$ cat config.mk
export PLATFORM = sky130hd
export DESIGN_NAME = divisor_secuencial_8bits
export DESIGN_NICKNAME = d
export VERILOG_FILES = /design/src/rtl/divisor_secuencial_8bits.sv
export SDC_FILE = /design/constraint.sdc
export NUM_CORES = 1
export LEC_CHECK = 0
export ABC_AREA = 1
export BUFFER_PORTS_ARGS = -buffer_cell sky130_fd_sc_hd__clkbuf_2
export CAP_MARGIN = 20
export CORE_MARGIN = 2
export CORE_UTILIZATION = 56
export CTS_CLUSTER_SIZE = 20
export DETAILED_ROUTE_END_ITERATION = 12
export PLACE_DENSITY = 0.79
export SYNTH_ARGS = -nofsm -noshare
export SYNTH_HDL_FRONTEND = slang
export SYNTH_SLANG_ARGS = --single-unit
$ cat constraint.sdc
create_clock -name clk -period 2 [get_ports clk]
set_input_delay 0.1 -clock clk [delete_from_list [all_inputs] [get_ports clk]]
set_output_delay 0.1 -clock clk [all_outputs]
set_load 0.02 [all_outputs]
$ cat src/rtl/divisor_secuencial_8bits.sv
// divisor_secuencial_8bits: 8-bit unsigned restoring divider, one quotient bit per clock.
// A start accepted in IDLE captures A/B; eight CALC cycles follow, then a FIN cycle with done.
// Optional divide-by-zero flag port err is compiled in with macro DIVISOR_CERO_EN.
// Divide by zero falls out of the algorithm itself: Q = 8'hFF, R = A.
module divisor_secuencial_8bits (
    input  logic       clk,
    input  logic       rst,
    input  logic       start,
    input  logic [7:0] A,
    input  logic [7:0] B,
    output logic [7:0] Q,
    output logic [7:0] R,
    output logic       busy,
    output logic       done
`ifdef DIVISOR_CERO_EN
    ,
    output logic       err
`endif
);

    typedef enum logic [1:0] {
        IDLE = 2'd0,
        CALC = 2'd1,
        FIN  = 2'd2
    } state_t;

    // Result of one restoring step: new partial remainder and the quotient bit produced.
    typedef struct packed {
        logic [8:0] rem;
        logic       qbit;
    } step_t;

    // One restoring-division step. The trial subtraction is 9 bits plus a borrow bit,
    // so a shifted remainder of 128..255 still compares correctly against the divisor.
    // A set bit 8 on the incoming remainder would mean the value already exceeds
    // any 8-bit divisor, so it forces the subtract.
    function automatic step_t restoring_step(input logic [8:0] rem_in,
                                             input logic       dividend_bit,
                                             input logic [7:0] divisor);
        step_t      res;
        logic [8:0] shifted;
        logic [9:0] trial;
        logic       ge;
        shifted = {rem_in[7:0], dividend_bit};
        trial   = {1'b0, shifted} - {2'b00, divisor};
        ge      = rem_in[8] | ~trial[9];
        if (ge) begin
            res.rem = trial[8:0];
        end else begin
            res.rem = shifted;
        end
        res.qbit = ge;
        return res;
    endfunction

    // State and datapath registers.
    state_t     state_q, state_d;
    logic [2:0] cnt_q,   cnt_d;     // remaining steps after the current one
    logic [7:0] aq_q,    aq_d;      // dividend bits shift out the top, quotient bits in at the bottom
    logic [7:0] b_q,     b_d;       // captured divisor
    logic [8:0] rem_q,   rem_d;     // partial remainder
    logic [7:0] q_out_q, q_out_d;
    logic [7:0] r_out_q, r_out_d;
    logic       busy_q,  busy_d;
    logic       done_q,  done_d;
`ifdef DIVISOR_CERO_EN
    logic       err_q,   err_d;
`endif

    step_t      step_s;
    logic [7:0] aq_step_s;

    // Combinational step datapath driven from the current registers.
    always_comb begin
        step_s    = restoring_step(rem_q, aq_q[7], b_q);
        aq_step_s = {aq_q[6:0], step_s.qbit};
    end

    // Next-state and next-output logic for the IDLE/CALC/FIN sequencer.
    always_comb begin
        state_d = state_q;
        cnt_d   = cnt_q;
        aq_d    = aq_q;
        b_d     = b_q;
        rem_d   = rem_q;
        q_out_d = q_out_q;
        r_out_d = r_out_q;
        busy_d  = 1'b0;
        done_d  = 1'b0;
`ifdef DIVISOR_CERO_EN
        err_d   = err_q;
`endif
        case (state_q)
            IDLE: begin
                if (start) begin
                    state_d = CALC;
                    aq_d    = A;
                    b_d     = B;
                    rem_d   = 9'd0;
                    cnt_d   = 3'd7;
                    busy_d  = 1'b1;
                end else begin
                    state_d = IDLE;
                end
            end
            CALC: begin
                aq_d  = aq_step_s;
                rem_d = step_s.rem;
                if (cnt_q == 3'd0) begin
                    // Last step: publish results together with the done pulse.
                    state_d = FIN;
                    q_out_d = aq_step_s;
                    r_out_d = step_s.rem[7:0];
                    done_d  = 1'b1;
                    busy_d  = 1'b0;
`ifdef DIVISOR_CERO_EN
                    err_d   = (b_q == 8'd0);
`endif
                end else begin
                    cnt_d  = cnt_q - 3'd1;
                    busy_d = 1'b1;
                end
            end
            FIN: begin
                // start is deliberately not looked at here.
                state_d = IDLE;
            end
            default: begin
                state_d = IDLE;
            end
        endcase
    end

    // State register with synchronous reset that aborts any operation in flight.
    always_ff @(posedge clk) begin
        if (rst) begin
            state_q <= IDLE;
            cnt_q   <= 3'd0;
            aq_q    <= 8'd0;
            b_q     <= 8'd0;
            rem_q   <= 9'd0;
            q_out_q <= 8'd0;
            r_out_q <= 8'd0;
            busy_q  <= 1'b0;
            done_q  <= 1'b0;
`ifdef DIVISOR_CERO_EN
            err_q   <= 1'b0;
`endif
        end else begin
            state_q <= state_d;
            cnt_q   <= cnt_d;
            aq_q    <= aq_d;
            b_q     <= b_d;
            rem_q   <= rem_d;
            q_out_q <= q_out_d;
            r_out_q <= r_out_d;
            busy_q  <= busy_d;
            done_q  <= done_d;
`ifdef DIVISOR_CERO_EN
            err_q   <= err_d;
`endif
        end
    end

    assign Q    = q_out_q;
    assign R    = r_out_q;
    assign busy = busy_q;
    assign done = done_q;
`ifdef DIVISOR_CERO_EN
    assign err  = err_q;
`endif

endmodule
==> results of run 1 <==
## how the worst min path moves through the flow
stage	end	cells after the start
floorplan	b_q[0]$_SDFFE_PP0P_	2
global placement	b_q[0]$_SDFFE_PP0P_	3
detailed placement	b_q[0]$_SDFFE_PP0P_	3
CTS	b_q[0]$_SDFFE_PP0P_	3
global route	b_q[0]$_SDFFE_PP0P_	3
finish	b_q[0]$_SDFFE_PP0P_	3
## synthesized netlist by cell type
master	number	share of area, %
nand3_2	1	0.41
nor2_4	3	1.4
nand2_1	60	9.3
nand4_1	3	0.77
buf_6	1	0.46
inv_2	3	0.46
clkinv_2	1	0.21
xor2_1	3	1.1
fa_1	1	0.82
nand2_2	11	2.8
o21ai_1	2	0.41
ha_1	10	5.1
nand3b_1	2	0.62
nand2_4	2	0.93
nand4_2	1	0.51
clkbuf_1	6	0.93
nand3_1	30	6.2
nor2_1	28	4.3
a21oi_2	2	0.72
dfxtp_1	48	40
a21oi_1	21	4.3
buf_12	1	0.82
a31oi_4	1	0.87
buf_2	4	0.82
a31oi_1	2	0.51
inv_1	42	6.5
o21ai_0	20	4.1
buf_4	1	0.31
a211oi_1	14	4.3
nor3_2	1	0.41
## kinds of logic (layout without fill, tap and decap cells)
family,after synthesis,count (layout)
and+or+nand+nor,142,142
AOI/OAI and AO/OA,62,62
buffers and inverters,59,94
DFF,48,48
adders and majority gates,11,11
xor gates and xnor gates,3,3
## metal layers
layer	routed length [um]	GRT usage, %	up-vias
li1	-	-	1125
met1	2300	26.4	969
met2	2520	38.0	41
met3	178	4.91	6
met4	62	8.12	0
met5	0	0	-
## metrics by stage
step | std cells | total power (uW)
6_report | 410 | 2880
5_1_grt | 410 | 3090
4_1_cts | 410 | 2890
3_5_place_dp | 403 | 2290
3_3_place_gp | 403 | 2260
2_1_floorplan | 325 | 2130
## worst max-delay path: cells and delay by family, from the launching register on
kind	cells	cell delay [ns]
buf+inv	3	0.17
compound gates	2	0.31
simple gates	6	0.61
fa+ha+maj	1	0.35
flops	1	0.31
## registers in the layout, summed over array words and instances (netlist names)
signal   count
state_q      2
rem_q        9
aq_q         8
Q            8
b_q          8
done         1
cnt_q        3
R            8
busy         1
## power breakdown
part / switching (uW) / internal, uW / total [uW]
Combinational: 763 / 404 / 1170
Sequential: 55.0 / 1060 / 1110
Clock: 325 / 276 / 601
Total: 1140 / 1740 / 2880
## layout make-up
type	instances	area [um^2]
clock buffers	6	82.6
clock inverters	1	8.76
fillers	349	1360
inverters	46	176
multi-input cells	218	1220
flip-flops and latches	48	961
well taps	50	62.6
repair buffers	41	218
==> impl_metrics.yaml, run 1 <==
run_status:
  result_of_the_run: "finished clean"
critical_path:
  critical_path_peak_fanout: 11
  worst-endpoint-required_ns: 2.21
  timing.critical_path.cells: "inv_1, ha_1, nand2_2, clkinv_2, a21oi_2, nand2_2, nand2_4, nand2_4, nand2_1, nand2_1, o21ai_0, inv_1"
  worst_setup_path_endpoint: "R[7]$_SDFFE_PP0P_"
  critPathLaunch: "b_q[4]$_SDFFE_PP0P_"
  worst-setup-path-type: "flip-flop to flip-flop"
  worstSetupEndpointType: "flip-flop"
  critical_path.reg2reg.endpoint: "R[7]$_SDFFE_PP0P_"
  timing.rr.start: "b_q[4]$_SDFFE_PP0P_"
  cpPeakStageDelay_ns: 0.35
  crit_path_start_kind: "flip-flop"
  critPathArrivalTime_ns: 2.07
  timing.critical_path.slowest_stage_cell: "ha_1"
  rr_worst_depth: 12
  reg2reg_setup_slack_ns: 0.14
synth:
  synth_top_family_by_area: "simple AND/OR/NAND/NOR gates"
  post_synth_inst_count: 325
  synth_compound_gate_area_share_pct: 15.3
  yosys_register_bits: 48
  synth_seq_area_share_pct: 39.5
  synth_simple_gate_area_share_pct: 27.6
  synth.lib_cells_used.distinct: 30
  synth-xor-area-share_pct: 1.08
  yosysWarningCount: 0
  net_count_of_the_mapped_netlist: 355
  synth_adder_area_share_pct: 5.97
  synthMuxAreaShare_pct: 0
  syn_avg_cell_area_um2: 7.48
  post_synthesis_cell_area_um2: 2430
die:
  io_pins: 37
  core_region_area_um2: 4090
  die-height_um: 69.9
  row_count: 23
  starting_density_pct: 59.5
  width_of_the_chip_um: 69.9
  floorplan.die_area_um2: 4880
sta:
  max_freq_ghz: 0.539
  slew_headroom_pct: 57.6
  setup_slack_ns: 0.144
  rsz_0062_raised_after_global_routing: "false"
  tightestPinTransition_ns: 0.636
  final_max_slew_viol_count: 0
  fin_tns_setup_ns: 0
  timing.final.crit_period_ns: 1.86
  timing.clock.skew_ns: 0.00693
  final_min_period_over_clock_period_pct: 92.8
  timing.hold.ws_ns: 0.0253
  hold_viol: 0
  setup_viol: 0
grt:
  antenna_found_initial: 0
  grtUsageTotal_pct: 21.9
  grt_max_degree: 28
  grt_pass1_wl_um: 8640
  overflow: 0
  number_of_global_route_vias_before_repair: 1982
routing:
  wire_per_inst_um: 12.3
  residual_drc_count: 0
  dr.first_iter.drc_count: 101
  first_pass_iters: 6
  number_of_vias_after_detailed_routing: 2141
  drt.antenna.violating_nets: 0
  route.final.wire_length_um: 5060
  avgViaCountPerCell: 5.22
placement:
  dp_hpwl_um: 3730
  buffer_ports.inserted: 36
  place_area_um2: 2630
  gpl.final_weighted_congestion: 0.864
  pre_cts_slack_ns: 0.136
power_and_ir_drop:
  power.static_leakage_uw: 0.00129
  vdd_drop_max_v: 0.000724
  power_per_cell_area_nw_per_um2: 1060
finish:
  antenna-diode-count: 0
  most_common_cell_after_layout_fill_and_taps_aside: "nand2_1"
  final_util_pct: 66.8
  fin_nets: 390
  syn_to_final_growth_pct: 12.2
  final_cell_mix: "nand2_1 (60), dfxtp_1 (48), inv_1 (42), clkbuf_2 (36), nand3_1 (30)"
  postLayoutCellArea_um2: 2730
  layout-drive-gt1-share_pct: 21.1
clocking:
  cts-htree-levels: 2
  cts_num_sinks: 48
  tritoncts.num_buffers: 5
  cts.hold.buffers_added: 0
  ctsRootBufferMaster: "clkbuf_8"
  cts.repair_timing.setup_buffer_count: 0
  cts.path.max_buffers: 2
  clock_insertion_delay_worst_skew_ns: 0.31
  cts_tree: "yes"
  clkSlewWorstSetupHoldPaths_ns: 0.09
  cts.repair.resized: 0
min_path:
  worst_hold_startpoint: "B[0]"
  min-delay-path-class: "input pin to flip-flop"
run:
  maxCapViolations: 0
(Power assumes the default switching activity.)
==> inputs of run 2 (changes only) <==
--- a/config.mk
+++ b/config.mk
@@ -8,11 +8,13 @@
 export ABC_AREA = 1
 export BUFFER_PORTS_ARGS = -buffer_cell sky130_fd_sc_hd__clkbuf_2
 export CAP_MARGIN = 20
+export CELL_PAD_IN_SITES_DETAIL_PLACEMENT = 1
+export CELL_PAD_IN_SITES_GLOBAL_PLACEMENT = 1
 export CORE_MARGIN = 2
-export CORE_UTILIZATION = 56
+export CORE_UTILIZATION = 41
 export CTS_CLUSTER_SIZE = 20
 export DETAILED_ROUTE_END_ITERATION = 12
-export PLACE_DENSITY = 0.79
+export PLACE_DENSITY_LB_ADDON = 0.1
 export SYNTH_ARGS = -nofsm -noshare
 export SYNTH_HDL_FRONTEND = slang
 export SYNTH_SLANG_ARGS = --single-unit
==> run 2 against run 1 <==
  * Via count is 3.2% higher
  * Worst setup slack worse by 0.036 ns
  * Clock-buffer cell count is 1 lower
  * Final cell count is 6.3% higher
  * Hold slack better by 0.016 ns
  * Largest power group unchanged
  * Critical endpoint unchanged
  * Register-to-register slack worse by 0.04 ns
  * Utilization is 19 points lower
  * Clock power is 13% higher
  * Sequential cell count stayed put
  * Total power is 5.1% higher
==> impl_metrics.yaml, run 2 (synthesis results as in run 1) <==
clocking:
  clock_insertion_delay_worst_skew_ns: 0.30
  cts_tree: "yes"
  cts.repair.resized: 0
  clkSlewWorstSetupHoldPaths_ns: 0.09
  cts_num_sinks: 48
  tritoncts.num_buffers: 5
  ctsRootBufferMaster: "clkbuf_8"
  cts.hold.buffers_added: 0
  cts-htree-levels: 2
  cts.repair_timing.setup_buffer_count: 0
  cts.path.max_buffers: 2
die:
  width_of_the_chip_um: 81.0
  row_count: 28
  starting_density_pct: 41.8
  io_pins: 37
  die-height_um: 81.0
  core_region_area_um2: 5820
  floorplan.die_area_um2: 6560
routing:
  route.final.wire_length_um: 6130
  avgViaCountPerCell: 5.07
  residual_drc_count: 0
  drt.antenna.violating_nets: 0
  dr.first_iter.drc_count: 56
  wire_per_inst_um: 14.1
  number_of_vias_after_detailed_routing: 2210
  first_pass_iters: 4
run_status:
  result_of_the_run: "finished clean"
run:
  maxCapViolations: 0
finish:
  final_cell_mix: "nand2_1 (60), dfxtp_1 (48), inv_1 (42), clkbuf_2 (36), nand3_1 (30)"
  largest_reg_by_ff_count: "rem_q"
  finish.cell_count_without_fillers: 436
  antenna-diode-count: 0
  postLayoutCellArea_um2: 2790
  most_common_cell_after_layout_fill_and_taps_aside: "nand2_1"
  fin_nets: 392
  layout-drive-gt1-share_pct: 21.1
  layout.filler_cells: 769
  largest_register_ff_count: 9
  syn_to_final_growth_pct: 14.6
grt:
  number_of_global_route_vias_before_repair: 2265
  grtUsageTotal_pct: 20.5
  overflow: 0
  grt_pass1_wl_um: 10400
  antenna_found_initial: 0
  grt_max_degree: 28
sta:
  slew_headroom_pct: 44.6
  fin_tns_setup_ns: 0
  final_max_slew_viol_count: 0
  final_min_period_over_clock_period_pct: 94.6
  setup_viol: 0
  hold_viol: 0
  max_freq_ghz: 0.528
  timing.clock.skew_ns: 0.0108
  timing.final.crit_period_ns: 1.89
  rsz_0062_raised_after_global_routing: "false"
  tightestPinTransition_ns: 0.827
  setup_slack_ns: 0.108
critical_path:
  critical_path_peak_fanout: 11
  worst-endpoint-required_ns: 2.20
  worstSetupEndpointType: "flip-flop"
  timing.critical_path.cells: "inv_1, ha_1, nand2_2, clkinv_2, a21oi_2, nand2_2, nand2_4, nand2_8, nand2_1, nand2_1, o21ai_0, inv_1"
  crit_path_start_kind: "flip-flop"
  worst-setup-path-type: "flip-flop to flip-flop"
  critPathArrivalTime_ns: 2.09
  timing.critical_path.slowest_stage_cell: "ha_1"
  cpPeakStageDelay_ns: 0.36
power_and_ir_drop:
  power.static_leakage_uw: 0.00130
  vdd_drop_max_v: 0.000536
  power_per_cell_area_nw_per_um2: 1090
placement:
  buffer_ports.inserted: 36
  gpl.final_weighted_congestion: 0.789
  dp_hpwl_um: 4710
  placedCellCount: 430
  pre_cts_slack_ns: 0.122
  place_area_um2: 2680
min_path:
  min-delay-path-class: "input pin to flip-flop"
## run 2: changes by cell type in the layout (fill, tap and decap cells not counted)
| cell | before | now |
|---|---|---|
| ha_1 | 8 | 9 |
| clkbuf_8 | 6 | 5 |
| inv_2 | 2 | 3 |
| nand2_4 | 2 | 1 |
| bufinv_16 | 0 | 1 |
| nand2_8 | 0 | 1 |
| buf_4 | 5 | 7 |
| inv_4 | 1 | 0 |
| ha_2 | 2 | 1 |
| clkinv_4 | 1 | 0 |
## run 2: final cells by class
type	count	area [um^2]	share of cell area, %
Inverter	46	174	6.24
Tap cell	75	93.8	3.37
Sequential cell	48	961	34.5
Clock inverter	1	30.0	1.08
Clock buffer	5	68.8	2.47
Multi-Input combinational cell	218	1230	44.0
Timing Repair Buffer	43	233	8.35
## run 2: final timing paths
kind	startpoint	end	slack [ns]	depth (start not counted)
max reg2reg	b_q[4]$_SDFFE_PP0P_	R[7]$_SDFFE_PP0P_	0.11	12
max	b_q[4]$_SDFFE_PP0P_	R[7]$_SDFFE_PP0P_	0.11	12
min	B[0]	b_q[0]$_SDFFE_PP0P_	0.04	3
min reg2reg	b_q[7]$_SDFFE_PP0P_	b_q[7]$_SDFFE_PP0P_	0.47	2
## run 2: stage by stage
stage,util [%],hold slack [ns],power (uW)
floorplan,-,0.235,2130
global placement,46.0,0.343,2310
detailed placement,46.0,0.349,2350
CTS,47.7,0.0366,3040
global route,47.9,0.0458,3260
finish,47.9,0.0416,3030
## run 2: layer usage
metal / GRT usage, % / vias to the layer above / part of all wire [%]
met5: 0 / - / 0
met4: 6.44 / 0 / 2.0
met3: 3.00 / 11 / 2.2
met2: 37.0 / 25 / 50
met1: 24.9 / 1046 / 46
li1: - / 1128 / -
## run 2: power by group
group	leakage (uW)	internal (uW)	switching [uW]	total, uW
Combinational	0.000858	420	815	1230
Sequential	0.000393	1060	56.1	1110
Clock	0.0000501	359	320	680
Total	0.00130	1840	1190	3030
## run 2: critical path: cells and delay by family, from the launching register on
kind	cells	cell delay [ns]
simple gates	6	0.61
fa+ha+maj	1	0.36
flops	1	0.33
compound gates	2	0.31
buf+inv	3	0.17
